==> src/rtl/fpu_arbiter_pkg.sv <==
// Shared FPU op codes and arbiter FSM state encoding.
// Imported by the arbiter and the FPU controller.
package fpu_arbiter_pkg;

  localparam logic [3:0] OP_IDLE = 4'd0;
  localparam logic [3:0] OP_ADD  = 4'd1;
  localparam logic [3:0] OP_SUB  = 4'd2;
  localparam logic [3:0] OP_MUL  = 4'd3;
  localparam logic [3:0] OP_DIV  = 4'd4;
  localparam logic [3:0] OP_SIN  = 4'd5;
  localparam logic [3:0] OP_COS  = 4'd6;
  localparam logic [3:0] OP_LOG  = 4'd7;
  localparam logic [3:0] OP_EXP  = 4'd8;
  localparam logic [3:0] OP_SQR  = 4'd9;

  typedef enum logic [1:0] {
    ST_IDLE,
    ST_ISSUE,
    ST_WAIT,
    ST_RESP
  } fpu_state_t;

endpackage

==> src/rtl/fpu_arbiter_rr.sv <==
// Two-way round-robin grant: pointer holder wins ties.
// Ports: req (2 requests), ptr (priority owner), gnt (one-hot).
module rr_arbiter2 (
  input  logic [1:0] req,
  input  logic       ptr,
  output logic [1:0] gnt
);

  always_comb begin
    gnt = 2'b00;
    if (ptr) begin
      if (req[1])      gnt = 2'b10;
      else if (req[0]) gnt = 2'b01;
    end else begin
      if (req[0])      gnt = 2'b01;
      else if (req[1]) gnt = 2'b10;
    end
  end

endmodule

==> src/rtl/fpu_arbiter.sv <==
// Shares one FPU controller between two requesters.
// Ports: req_* in / req_ready, rsp_* out; fpu_* to/from FPU ctrl.
module fpu_arbiter
  import fpu_arbiter_pkg::*;
#(
  parameter int PRECISION_LEN = 64,
  parameter int OP_LEN        = 4,
  parameter int MIN_WAIT      = 3,
  parameter int TIMEOUT       = 63
) (
  input  logic                       clk,
  input  logic                       srst,
  input  logic [1:0]                 req_valid,
  input  logic [2*OP_LEN-1:0]        req_op,
  input  logic [2*PRECISION_LEN-1:0] req_a,
  input  logic [2*PRECISION_LEN-1:0] req_b,
  output logic [1:0]                 req_ready,
  output logic [1:0]                 rsp_valid,
  output logic [PRECISION_LEN-1:0]   rsp_result,
  output logic                       rsp_err,
  output logic [PRECISION_LEN-1:0]   fpu_a,
  output logic [PRECISION_LEN-1:0]   fpu_b,
  output logic [OP_LEN-1:0]          fpu_operation,
  output logic                       fpu_enable,
  input  logic                       fpu_busy,
  input  logic                       fpu_valid,
  input  logic [PRECISION_LEN-1:0]   fpu_result
);

  localparam int CW = $clog2(TIMEOUT + 1);

  fpu_state_t                 state_q, state_d;
  logic                       ptr_q;
  logic                       owner_q;
  logic [OP_LEN-1:0]          op_q;
  logic [PRECISION_LEN-1:0]   a_q, b_q;
  logic [CW-1:0]              cnt_q;
  logic [PRECISION_LEN-1:0]   res_q;
  logic                       err_q;
  logic [1:0]                 gnt;
  logic                       win;
  logic                       nop;
  logic                       qual;
  logic                       tmo;

  rr_arbiter2 u_rr (
    .req (req_valid),
    .ptr (ptr_q),
    .gnt (gnt)
  );

  assign win  = gnt[1];
  assign nop  = (op_q == OP_LEN'(OP_IDLE));
  assign qual = fpu_valid && (cnt_q >= CW'(MIN_WAIT));
  assign tmo  = (cnt_q == CW'(TIMEOUT));

  assign rsp_result = res_q;
  assign rsp_err    = err_q;

  always_comb begin
    state_d       = state_q;
    req_ready     = 2'b00;
    rsp_valid     = 2'b00;
    fpu_enable    = 1'b0;
    fpu_operation = '0;
    fpu_a         = '0;
    fpu_b         = '0;
    unique case (state_q)
      ST_IDLE: begin
        if (|req_valid) begin
          req_ready = gnt;
          state_d   = ST_ISSUE;
        end
      end
      ST_ISSUE: begin
        if (nop) begin
          state_d = ST_RESP;
        end else begin
          fpu_operation = op_q;
          fpu_a         = a_q;
          fpu_b         = b_q;
          if (!fpu_busy) begin
            fpu_enable = 1'b1;
            state_d    = ST_WAIT;
          end
        end
      end
      ST_WAIT: begin
        fpu_operation = op_q;
        fpu_a         = a_q;
        fpu_b         = b_q;
        if (qual || tmo) state_d = ST_RESP;
      end
      ST_RESP: begin
        rsp_valid = owner_q ? 2'b10 : 2'b01;
        state_d   = ST_IDLE;
      end
      default: state_d = ST_IDLE;
    endcase
    // Nothing may be accepted or reported while reset is held.
    if (srst) begin
      req_ready  = 2'b00;
      rsp_valid  = 2'b00;
      fpu_enable = 1'b0;
    end
  end

  always_ff @(posedge clk) begin
    if (srst) begin
      state_q <= ST_IDLE;
      ptr_q   <= 1'b0;
      owner_q <= 1'b0;
      op_q    <= '0;
      a_q     <= '0;
      b_q     <= '0;
      cnt_q   <= '0;
      res_q   <= '0;
      err_q   <= 1'b0;
    end else begin
      state_q <= state_d;
      unique case (state_q)
        ST_IDLE: begin
          if (|req_valid) begin
            owner_q <= win;
            op_q <= win ? req_op[OP_LEN +: OP_LEN]
                        : req_op[0 +: OP_LEN];
            a_q  <= win ? req_a[PRECISION_LEN +: PRECISION_LEN]
                        : req_a[0 +: PRECISION_LEN];
            b_q  <= win ? req_b[PRECISION_LEN +: PRECISION_LEN]
                        : req_b[0 +: PRECISION_LEN];
          end
        end
        ST_ISSUE: begin
          cnt_q <= '0;
          if (nop) begin
            res_q <= '0;
            err_q <= 1'b0;
          end
        end
        ST_WAIT: begin
          cnt_q <= cnt_q + CW'(1);
          // A qualified result beats a timeout in the same cycle.
          if (qual) begin
            res_q <= fpu_result;
            err_q <= 1'b0;
          end else if (tmo) begin
            res_q <= '0;
            err_q <= 1'b1;
          end
        end
        ST_RESP: ptr_q <= ~owner_q;
        default: ;
      endcase
    end
  end

endmodule

==> config.mk <==
export PLATFORM = sky130hd
export DESIGN_NAME = fpu_arbiter
export DESIGN_NICKNAME = d
export VERILOG_FILES = /design/src/rtl/fpu_arbiter_pkg.sv /design/src/rtl/fpu_arbiter_rr.sv /design/src/rtl/fpu_arbiter.sv
export SDC_FILE = /design/constraint.sdc
export NUM_CORES = 1
export LEC_CHECK = 0
export CAP_MARGIN = 20
export CORE_AREA = 8 8 202 204
export DETAILED_ROUTE_END_ITERATION = 16
export DIE_AREA = 0 0 210 212
export GPL_ROUTABILITY_DRIVEN = 0
export PLACE_DENSITY_LB_ADDON = 0.08
export SLEW_MARGIN = 40
export SYNTH_ARGS = -nofsm -noshare
export SYNTH_HDL_FRONTEND = slang
export SYNTH_HIERARCHICAL = 1
export SYNTH_SLANG_ARGS = --single-unit
==> constraint.sdc <==
create_clock -name clk -period 2.2 [get_ports clk]
set_input_delay 0.33 -clock clk [delete_from_list [all_inputs] [get_ports clk]]
set_output_delay 0.33 -clock clk [all_outputs]
set_load 0.005 [all_outputs]
Yosys cells after proc, flatten, opt, wreduce, memory -nomap -nowiden

Cells that the tools add are included.

Output and inout port bits: 202
Input port bits: 334
Word-level logic and storage cells: 68
Flip-flop bits (word level): 207

Magnitude comparators: 1
Multiplexer cells: 38
Bitwise operators: 1
Add/subtract/negate cells: 1
Eq/ne operators: 9
Reduce and logical (&&, ||, !) cells: 9

Operator list:

| operator                                                              | number |
|---|---|
| 64-bit 2-to-1 mux                                                     | 7 |
| 64-bit one-hot mux with 2 select lines                                | 3 |
| 2-bit 2-to-1 mux                                                      | 14 |
| 6-bit one-hot mux with 2 select lines                                 | 1 |
| 1-bit 2-to-1 mux                                                      | 8 |
| 4-bit 2-to-1 mux                                                      | 2 |
| 2-bit one-hot mux with 4 select lines                                 | 1 |
| 4-bit one-hot mux with 2 select lines                                 | 1 |
| 6-bit by 1-bit adder with 6-bit output, second input constant         | 1 |
| 6-bit equality test, second input constant                            | 1 |
| 6-bit by 2-bit >= comparator with 1-bit output, second input constant | 1 |
| 2-bit inequality test, second input constant                          | 3 |
| 3-bit inequality test, second input constant                          | 2 |
| 3-bit AND reduction                                                   | 2 |
| 2-bit equality test, second input constant                            | 2 |
| 4-bit logical NOT                                                     | 1 |
| 2-bit by 1-bit equality test with 1-bit output, second input constant | 1 |
| 2-bit logical NOT                                                     | 1 |
| 1-bit one-hot mux with 2 select lines                                 | 1 |
| 2-bit AND reduction                                                   | 1 |
| 2-bit nonzero test                                                    | 1 |
| 2-bit OR reduction                                                    | 1 |
| 1-bit logical AND                                                     | 1 |
| 1-bit logical OR                                                      | 1 |
| 1-bit NOT                                                             | 1 |

Logic depth before layout (Yosys ltp)

Depth in word-level cells: 6
Depth in mapped cells: 8
Mapped depth without buffers: 6

Hierarchy

Netlist, hierarchy kept.

Modules (own cells, without submodules):

| module      | area an instance (µm²) | cells each | sequential area each (µm²) | instances |
|---|---|---|---|---|
| fpu_arbiter | 9,825.7                | 1,087      | 4,144.0                    | 1 |
| rr_arbiter2 | 18.8                   | 3          | 0.0                        | 1 |

Worst setup path after synthesis

OpenSTA, ideal clock, no wires.

Path type: register to output
From: reg state_q[0]
To: out req_ready[0]
Stages on the path, launching flop included: 8
Setup slack: 0.247 ns
Arrival time: 1.623 ns
Required time: 1.870 ns
Path buffers: 3
Cells stage by stage: dfxtp_1 > inv_1 > ha_1 > nor2b_1 > clkbuf_1 > clkbuf_1 > clkbuf_1 > and3_1

Longest elaborated chain between the ends: 3

Ends and longest elaborated chain:

| element                  | line               | text |
|---|---|---|
| start: declaration       | fpu_arbiter.sv:32  | `fpu_state_t state_q, state_d;` |
| start signal: assignment | fpu_arbiter.sv:120 | `state_q <= state_d;` |
| 2-bit logical NOT        | fpu_arbiter.sv:68  | `unique case (state_q)` |
| 2-bit 2-to-1 mux         | fpu_arbiter.sv:68  |  |
| 2-bit 2-to-1 mux         | fpu_arbiter.sv:101 | `if (srst) begin` |
| end: declaration         | fpu_arbiter.sv:17  | `output logic [1:0] req_ready,` |

Every way passes these cells.

Final worst setup path

From: reg op_q[3]
To: out fpu_a[4]

Longest elaborated chain between the ends: 3

Ends and longest elaborated chain:

| element                                | line               | text |
|---|---|---|
| start: declaration                     | fpu_arbiter.sv:35  | `logic [OP_LEN-1:0] op_q;` |
| start signal: assignment               | fpu_arbiter.sv:125 | `op_q <= win ? req_op[OP_LEN +: OP_LEN]` |
| 4-bit logical NOT                      | fpu_arbiter.sv:53  | `assign nop = (op_q == OP_LEN'(OP_IDLE));` |
| 64-bit 2-to-1 mux                      | fpu_arbiter.sv:76  | `if (nop) begin` |
| 64-bit one-hot mux with 2 select lines | fpu_arbiter.sv:68  |  |
| end: declaration                       | fpu_arbiter.sv:21  | `output logic [PRECISION_LEN-1:0] fpu_a,` |

Every way passes these cells.

==> impl_metrics.env <==
export IMPL_ios=536
export IMPL_start_kind="register"
export IMPL_crit_chain="nor4_4 > nand2b_4 > a21boi_4 > buf_6 > buf_12 > buf_16 > buf_8 > and2_4 > buf_6"
export IMPL_antenna_found_initial=9
export IMPL_vdd_drop_max_mv=0.685
export IMPL_setup_violations=128
export IMPL_viasPerCell=4.46
export IMPL_avgRoutedWirePerCell_um=20.6
export IMPL_drtIter0Drc=458
export IMPL_p_sw_share_pct=34.5
export IMPL_power_frac_comb_pct=48.1
export IMPL_synth_seq_cells=207
export IMPL_worst_pin_slew_ns=0.625
export IMPL_p_leak_nw=7.28
export IMPL_slew_viol_final=0
export IMPL_p_sw_w=0.00627
export IMPL_hold_buffers=0
export IMPL_area_growth_pct=81.3
export IMPL_status="complete, but fails checks"
export IMPL_power_w=0.0182
export IMPL_worst_slack_ns=-0.359
export IMPL_cp_num_buf_inv=5
export IMPL_routed_wl_um=44900
export IMPL_p_seq_share_pct=28.9
export IMPL_async_flop_share_pct=0
export IMPL_critical_path_class="register to primary output"
export IMPL_synth_ff_type="dfxtp_1"
export IMPL_crit_path_end_kind="primary output"
export IMPL_netlist_instances=1090
export IMPL_cp_max_fo=8
export IMPL_fin_nets=1980
export IMPL_synth_edf_count=0
export IMPL_drc_errors=0
export IMPL_worstHoldPathType="input pin to register"
export IMPL_violations="negative setup slack"
export IMPL_clockBufferDepth=3
export IMPL_fmax_mhz=391
export IMPL_cts_num_sinks=207
export IMPL_synth_top_area_cell="dfxtp_1"
export IMPL_drt_pass1_iter_count=4
export IMPL_layout_commonest_cell="clkdlybuf4s50_1"
export IMPL_clk_latency_ns=0.52
export IMPL_synth_cell_type_count=41
export IMPL_die_y_um=212
export IMPL_syn_area_mm2=0.00984
export IMPL_synth_avg_cell_area_um2=9.03
export IMPL_timing_slew_headroom_pct=58.3
export IMPL_rsz0062_at_grt="true"
export IMPL_cts_root_buf="clkbuf_16"
export IMPL_portBuffers=535
export IMPL_clkTransAtPathRegs_ns=0.06
export IMPL_vias=9738
export IMPL_die_w_um=210
export IMPL_grt_max_degree=123
export IMPL_drive_above_1_share_pct=23.2
export IMPL_hpwlAfterDp_um=32500
export IMPL_postRouteAntennaNets=0
export IMPL_crit_family="simple AND/OR/NAND/NOR gates"
export IMPL_rows=72
export IMPL_grt_pass1_wl_um=64900
export IMPL_min_period_ns=2.56
export IMPL_cts_htree_levels=1
export IMPL_finalHoldViolations=0
export IMPL_first_global_vias=10200
export IMPL_cts_buffers=27
export IMPL_final_core_util_pct=47.1
export IMPL_critPathArrivalTime_ns=2.23
export IMPL_mostFrequentLayoutCells="clkdlybuf4s50_1, dfxtp_1, mux2i_1, nor2_1, a211oi_1"
export IMPL_cts_tree="yes"
export IMPL_syn_nets=1430
export IMPL_maxCapViolCount=0
export IMPL_p_int_w=0.0119
export IMPL_synth_top_area_share_pct=42.1
export IMPL_post_route_period_util_pct=116
export IMPL_grt_use_total_pct=18.9
export IMPL_fin_skew_ns=0.00997
export IMPL_yosysWarningCount=6
export IMPL_crit_path_top_delay_cell="dfxtp_2"
export IMPL_clkPwrFrac_pct=23.0
export IMPL_core_mm2=0.0379
export IMPL_floorplan_initialDensity_pct=26.0
export IMPL_grt_overflow=0
export IMPL_p_per_area_mw_per_mm2=1020
export IMPL_tns_ns=-30.94
export IMPL_synthTopCellsByArea="dfxtp_1, mux2i_1, a211oi_1, and2_1, nor2_1"
export IMPL_crit_top_cell="buf_6"
export IMPL_ys_seq_area_share_pct=42.1
export IMPL_die_area_mm2=0.0445
export IMPL_crit_path_max_incr_delay_ns=0.33
export IMPL_cp_data_required_time_ns=1.87
[state kept, by name, indices dropped and copies added, names as in the netlist]
signal	cells
ptr_q	1
a_q	64
state_q	2
rsp_result	64
owner_q	1
rsp_err	1
op_q	4
b_q	64
cnt_q	6
[cells in the mapped netlist, types with 2 or more instances]
library cell and instances:
a211oi_1 133, a21boi_1 2, and2_1 132, and3_1 4, buf_2 11, buf_6 12
clkbuf_1 72, dfxtp_1 207, ha_1 6, inv_1 6, mux2i_1 199, nand2_1 132
nand4_1 2, nor2_1 142, o21a_1 2, xor2_1 3
[timing repair]
item                       4_1_cts  5_1_grt
cloned                          11        5
setup buffers                   12        8
setup endpoints to repair      137      169
pin swaps                       35       37
resized for setup              656      145
[power by group through the flow]
stage               Sequential [W]  Combinational [W]  Clock, W
finish                     0.00525            0.00875   0.00418
global route               0.00535            0.00949   0.00451
CTS                        0.00523            0.00811   0.00435
detailed placement         0.00525            0.00682         0
global placement           0.00526            0.00678         0
floorplan                  0.00502            0.00414         0
[cells by family (layout without fill, tap and decap cells)]
family / after synthesis / in the layout / share of synthesized area, %
xor gates and xnor gates: 4 / 4 / 0.356
adders and majority gates: 6 / 6 / 0.763
AOI/OAI and AO/OA: 151 / 151 / 11.7
muxes: 199 / 199 / 20.2
DFF: 207 / 207 / 42.1
other: 0 / 5 / 0
buffers and inverters: 103 / 672 / 5.02
and+or+nand+nor: 420 / 420 / 19.8
[final cells by class]
cell class / instances / area [um2]
multi-input combinational: 780 / 5580
inverter: 7 / 26.3
fill: 3674 / 20100
clock buffer: 42 / 772
tap: 518 / 648
timing repair buffer: 617 / 6600
sequential: 207 / 4150
clock inverter: 6 / 61.3
antenna: 5 / 12.5
[worst register-to-register path, stage by stage (launching register included)]
cell and delay (ns):
dfxtp_2 0.34, inv_2 0.12, ha_4 0.15, buf_4 0.11, nor3b_1 0.17, a22oi_1 0.11, o211ai_1 0.28, clkbuf_16 0.22
buf_12 0.19, mux2i_1 0.23
[per-layer routing]
layer	vias to the layer above	part of all wire (%)	GRT usage, %
li1	4863	-	-
met1	4504	40	21.7
met2	305	49	32.8
met3	62	8.3	6.81
met4	4	2.5	5.22
met5	-	0.053	0
[through the flow]
step	hold slack [ns]	area, um2	cells	setup slack, ns
floorplan	0.454	9840	1090	0.247
finish	0.0808	17800	2182	-0.359
CTS	0.0443	17200	2166	-0.464
detailed placement	0.452	16000	2095	-0.264
global placement	0.444	16000	2095	-0.211
global route	0.0706	17800	2180	-0.483
[final timing paths]
path | from | to | slack (ns) | cells past startpoint
hold reg to reg | rsp_result[56]$_SDFFE_PP0P_ | rsp_result[56]$_SDFFE_PP0P_ | 0.46 | 2
hold / removal | srst | rsp_err$_SDFFE_PP0P_ | 0.08 | 2
setup / recovery | op_q[3]$_SDFFE_PP0P_ | fpu_a[4] | -0.36 | 9
setup reg to reg | state_q[0]$_SDFFE_PP0P_ | rsp_result[59]$_SDFFE_PP0P_ | 0.22 | 9
(Power assumes the default switching activity.)
